`config.mk`:
```
export PLATFORM = sky130hd
export DESIGN_NAME = tournament_chooser
export DESIGN_NICKNAME = d
export VERILOG_FILES = /design/src/rtl/bp_pkg.sv /design/src/rtl/sat_ctr_next.sv /design/src/rtl/tournament_chooser.sv
export SDC_FILE = /design/constraint.sdc
export NUM_CORES = 2
export LEC_CHECK = 0
export ABC_AREA = 1
export BUFFER_PORTS_ARGS = -buffer_cell sky130_fd_sc_hd__buf_2
export CAP_MARGIN = 25
export CORE_MARGIN = 1
export CORE_UTILIZATION = 30
export CTS_CLUSTER_SIZE = 16
export DETAILED_ROUTE_END_ITERATION = 10
export REMOVE_ABC_BUFFERS = 1
export SYNTH_ARGS = -nofsm -noshare
export SYNTH_HDL_FRONTEND = slang
export SYNTH_SLANG_ARGS = --single-unit
```
`constraint.sdc`:
```
create_clock -name clk -period 46.7 [get_ports clk]
set_input_delay 0 -clock clk [delete_from_list [all_inputs] [get_ports clk]]
set_output_delay 0 -clock clk [all_outputs]
set_load 0.02 [all_outputs]
```
`src/rtl/bp_pkg.sv`:
```
// Shared branch-predictor package: default widths, the chooser init value
// and the sweep FSM state type.
package bp_pkg;

    localparam int unsigned IDX_W_DEF = 10;
    localparam int unsigned CTR_W_DEF = 2;

    typedef enum logic {
        ST_INIT = 1'b0,
        ST_RUN  = 1'b1
    } chooser_state_t;

    // Weakly-Local start point: the largest value whose MSB is still 0.
    function automatic int unsigned init_ctr(input int unsigned ctr_w);
        return (32'd1 << (ctr_w - 1)) - 32'd1;
    endfunction

endpackage

```
`src/rtl/sat_ctr_next.sv`:
```
// Next-state logic for a saturating counter trained by two component
// predictors; write-enable is asserted only when the value actually changes.
module sat_ctr_next #(
    parameter int unsigned CTR_W = 2
) (
    input  logic [CTR_W-1:0] i_ctr,
    input  logic             i_g_ok,
    input  logic             i_l_ok,
    output logic [CTR_W-1:0] o_ctr_next,
    output logic             o_we
);

    always_comb begin
        o_ctr_next = i_ctr;
        o_we       = 1'b0;
        if (i_g_ok && !i_l_ok) begin
            if (i_ctr != '1) begin
                o_ctr_next = i_ctr + 1'b1;
                o_we       = 1'b1;
            end
        end else if (!i_g_ok && i_l_ok) begin
            if (i_ctr != '0) begin
                o_ctr_next = i_ctr - 1'b1;
                o_we       = 1'b1;
            end
        end
    end

endmodule

```
`src/rtl/tournament_chooser.sv`:
```
// Tournament chooser table: selects Gshare vs Local per GPT index, trains
// itself on resolved branches and clears its own table after reset.
module tournament_chooser
    import bp_pkg::*;
#(
    parameter int unsigned IDX_W    = IDX_W_DEF,
    parameter int unsigned CTR_W    = CTR_W_DEF,
    parameter int unsigned INIT_CTR = init_ctr(CTR_W)
) (
    input  logic             clk,
    input  logic             rst,
    input  logic [IDX_W-1:0] lk_idx,
    input  logic             lk_gshare_pred,
    input  logic             lk_local_pred,
    output logic             lk_use_gshare,
    output logic             lk_pred,
    input  logic             up_valid,
    input  logic [IDX_W-1:0] up_idx,
    input  logic [1:0]       up_pc_lo,
    input  logic             up_gshare_pred,
    input  logic             up_local_pred,
    input  logic             up_taken,
    output logic             init_busy,
    output logic [15:0]      wrong_choice_cnt
);

    localparam int unsigned      DEPTH  = 1 << IDX_W;
    localparam logic [CTR_W-1:0] INIT_V = CTR_W'(INIT_CTR);

    chooser_state_t   r_state;
    chooser_state_t   w_state_next;
    logic [IDX_W-1:0] r_ptr;
    logic [15:0]      r_wrong_cnt;
    logic [CTR_W-1:0] r_table [DEPTH];

    logic             w_lk_msb;
    logic             w_up_fire;
    logic [CTR_W-1:0] w_up_old;
    logic             w_g_ok;
    logic             w_l_ok;
    logic [CTR_W-1:0] w_ctr_next;
    logic             w_ctr_we;
    logic             w_wrong;
    logic             w_wr_en;
    logic [IDX_W-1:0] w_wr_addr;
    logic [CTR_W-1:0] w_wr_data;

    // Lookup is suppressed while the table still holds garbage.
    assign w_lk_msb      = r_table[lk_idx][CTR_W-1];
    assign lk_use_gshare = (r_state == ST_RUN) && w_lk_msb;
    assign lk_pred       = lk_use_gshare ? lk_gshare_pred : lk_local_pred;
    assign init_busy     = (r_state == ST_INIT);
    assign wrong_choice_cnt = r_wrong_cnt;

    assign w_up_fire = up_valid && (up_pc_lo == 2'b00) && (r_state == ST_RUN);
    assign w_up_old  = r_table[up_idx];
    assign w_g_ok    = (up_gshare_pred == up_taken);
    assign w_l_ok    = (up_local_pred == up_taken);

    sat_ctr_next #(
        .CTR_W (CTR_W)
    ) u_sat_ctr_next (
        .i_ctr      (w_up_old),
        .i_g_ok     (w_g_ok),
        .i_l_ok     (w_l_ok),
        .o_ctr_next (w_ctr_next),
        .o_we       (w_ctr_we)
    );

    assign w_wrong = w_up_fire &&
                     (w_up_old[CTR_W-1] ? (!w_g_ok && w_l_ok) : (w_g_ok && !w_l_ok));

    always_comb begin
        w_wr_en   = 1'b0;
        w_wr_addr = up_idx;
        w_wr_data = w_ctr_next;
        if (r_state == ST_INIT) begin
            w_wr_en   = 1'b1;
            w_wr_addr = r_ptr;
            w_wr_data = INIT_V;
        end else begin
            w_wr_en   = w_up_fire && w_ctr_we;
        end
    end

    always_comb begin
        w_state_next = r_state;
        if ((r_state == ST_INIT) && (r_ptr == '1)) begin
            w_state_next = ST_RUN;
        end
    end

    always_ff @(posedge clk or negedge rst) begin
        if (!rst) begin
            r_state     <= ST_INIT;
            r_ptr       <= '0;
            r_wrong_cnt <= '0;
        end else begin
            r_state <= w_state_next;
            if (r_state == ST_INIT) begin
                r_ptr <= r_ptr + 1'b1;
            end
            if (w_wrong && (r_wrong_cnt != '1)) begin
                r_wrong_cnt <= r_wrong_cnt + 16'd1;
            end
        end
    end

    // The table has no reset; the sweep is what makes its contents valid.
    always_ff @(posedge clk) begin
        if (w_wr_en) begin
            r_table[w_wr_addr] <= w_wr_data;
        end
    end

endmodule

```
==> impl_metrics.tcl <==
set metrics [dict create \
    status "complete, no violations" \
    hp-start "up_local_pred" \
    met1_usage_pct 27.37 \
    fin_cells 14300 \
    vias 79390 \
    fin_tns_setup_ns 0 \
    final_cell_mix "nand2_1, nand3_1, edfxtp_1" \
    clkTransAtPathRegs_ns 0.06 \
    r2r_start "r_table[396][0]" \
    grt_max_degree 257 \
    wl_per_cell_um 24.32 \
    port_buffers 48 \
    ios 49 \
    via_per_inst 5.552 \
    clock_sinks 2075 \
    avgSynthCellArea_um2 9.560 \
    ctsHoldBuffers 5 \
    die_area_um2 328600 \
    min_period_ns 8.276 \
    fin_skew_ns 0.03665 \
    clock_path_buffers 3 \
    p_per_area_nw_per_um2 36.29 \
    nets 9834 \
    synth_warnings 0 \
    final-max-slew-violation-count 0 \
    r2r_cells 19 \
    syn_to_final_growth_pct 10.33 \
    rsz0062_at_grt "no" \
    cp_data_required_time_ns 47.23 \
    holdPathStages 6 \
    cts_root_buf "clkbuf_16" \
    r2r_slack_ns 39.77 \
    start_util_pct 30.19 \
    critPathArrivalTime_ns 8.81 \
    hpwlAfterDp_um 172000 \
    slew_headroom_pct 11.16 \
    grt_pass1_vias 74670 \
    use_met2_pct 31.83 \
    antenna_found_initial 18 \
    hold_path.class "in -> reg" \
    core_area_um2 324300 \
    setup_viol 0 \
    max_slew.worst_pin.slew_ns 1.333 \
    cts_made_buffers 208 \
    crit_type "in -> reg" \
    dr.pass1.iters 9 \
    cts_tree "built" \
    power.leakage_uw 0.03673 \
    design_area_um2 108000 \
    wl_um 347700 \
    syn-cell-area_um2 97890 \
    htree_levels 4 \
    use_met3_pct 4.333 \
    drv_cap 0 \
    ys_seq_area_share_pct 63.52 \
    rows 209 \
    dpl_cell_area_um2 101400 \
    worst_ir_drop_vdd_uv 42.68 \
    final_common_cell "nand2_1" \
    crit_path_end_kind "flip-flop" \
    die_y_um 573.2 \
    drcViolationCount 0 \
    drtIter0Drc 11920 \
    max_freq_mhz 120.8 \
    track_usage_pct 20.41 \
    drive_above_1_share_pct 5.167 \
    cp_max_fo 238 \
    cts_resized 0 \
    clock_latency_ns 0.86 \
    dp.cells 13910 \
    die_w_um 573.2 \
    synth_cells 10240 \
    synthDistinctLibCells 29 \
    timing.rr.end "r_table[469][0]" \
    place.gp.congestion 0.8350 \
    synth-seq-cells 2075 \
    cts_setup_buffers 0 \
    postRouteAntennaNets 0 \
    grt_first_pass_wirelength_um 502800 \
    grt_overflow 0 \
    worstHoldEndpoint "wrong_choice_cnt[12]" \
    start_kind "input port" \
    busiest_layer "met2" \
    hold_viol 0 \
    finalCritPeriodShare_pct 17.72 \
]
## worst max-delay path, stage by stage
cell      delay [ns]
buf_8           0.37
buf_4           0.80
buf_4           0.81
buf_4           0.87
nand2_1         0.14
nand3_1         0.13
nand3_1         0.10
nand3_1         0.13
nand3_1         0.13
nand3_1         0.15
nand3_1         0.14
nand3_1         0.22
nand3_1         0.12
nand3_1         0.10
nand2_1         0.09
inv_1           0.13
o211ai_1        0.13
nor2_4          0.60
buf_12          0.83
buf_4           0.83
buf_4           0.78
buf_4           0.79
## per-stage QoR
step	total power [µW]	setup WS, ns	utilization (%)	hold slack (ns)
2_1_floorplan	2205	10.88	-	-0.2956
3_3_place_gp	2312	37.73	31.25	0.08727
3_5_place_dp	2312	37.75	31.28	0.08723
4_1_cts	3922	38.60	33.29	0.01589
5_1_grt	4013	37.90	33.30	0.1145
6_report	3920	38.42	33.31	0.05109
## where the power goes
group,switching [µW],internal [µW],total [µW],leakage (µW)
Sequential,0,2010,2010,0.0192
Combinational,203,64.8,267,0.0144
Clock,721,918,1640,0.00314
## synthesized netlist by cell type
library cell	instances	area (µm²)
a21boi_0	1	7.510
a21oi_1	8	40.04
and3_1	1	6.260
buf_1	76	285.3
buf_2	321	1607
buf_4	24	180.2
buf_6	18	202.7
clkbuf_1	410	1539
clkinv_1	4	15.01
clkinv_2	1	5.000
dfrtp_1	27	675.7
edfxtp_1	2048	61500
ha_1	2	25.02
inv_1	103	386.6
inv_2	2	7.510
mux2i_1	1	10.01
nand2_1	2431	9125
nand2_2	26	162.7
nand3_1	2299	11510
nand4_1	4	25.02
nor2_1	1607	6032
nor3_1	9	45.04
nor4_1	4	25.02
o211ai_1	2	15.01
o21ai_0	530	2653
o22ai_1	256	1602
o31ai_1	2	15.01
xnor2_1	7	61.31
xor2_1	15	131.4
## registers in the layout, summed over array words and instances, names as in the netlist
name / flops
r_state: 1
r_ptr: 10
r_table: 2048
wrong_choice_cnt: 16
## per-layer routing
layer / vias to the layer above / wire length [µm]
met5: - / 108
li1: 34760 / -
met3: 877 / 40660
met1: 38570 / 136900
met4: 12 / 15810
met2: 5176 / 154200
## area by class of cell
| class | instances | area [µm²] |
|---|---|---|
| clock buffer | 286 | 5698 |
| sequential | 2075 | 62170 |
| timing repair buffer | 202 | 1755 |
| inverter | 110 | 483.0 |
| clock inverter | 90 | 762.0 |
| tap | 4325 | 5411 |
| antenna | 7 | 17.52 |
| multi-input combinational | 7205 | 31700 |
| fill | 33110 | 216300 |
## cell families after synthesis
logic type / after synthesis / share of synthesized area [%]
fa+ha+maj: 2 / 0.02556
xor+xnor: 22 / 0.1968
compound gates: 799 / 4.425
flops: 2075 / 63.52
simple gates: 6381 / 27.51
mux: 1 / 0.01023
buf+inv: 959 / 4.319
## worst max-delay path by stage
| stage | depth (start not counted) | to | from | slack [ns] |
|---|---|---|---|---|
| 4_1_cts | 24 | r_table[178][0] | up_idx[0] | 38.60 |
| 2_1_floorplan | 15 | r_table[0][1] | up_idx[0] | 10.88 |
| 3_3_place_gp | 24 | r_table[478][0] | up_idx[0] | 37.73 |
| 6_report | 22 | r_table[488][1] | up_idx[0] | 38.42 |
| 5_1_grt | 24 | r_table[480][0] | up_idx[0] | 37.90 |
| 3_5_place_dp | 24 | r_table[214][0] | up_idx[0] | 37.75 |
Note: power is estimated with default switching activity, not from simulation.
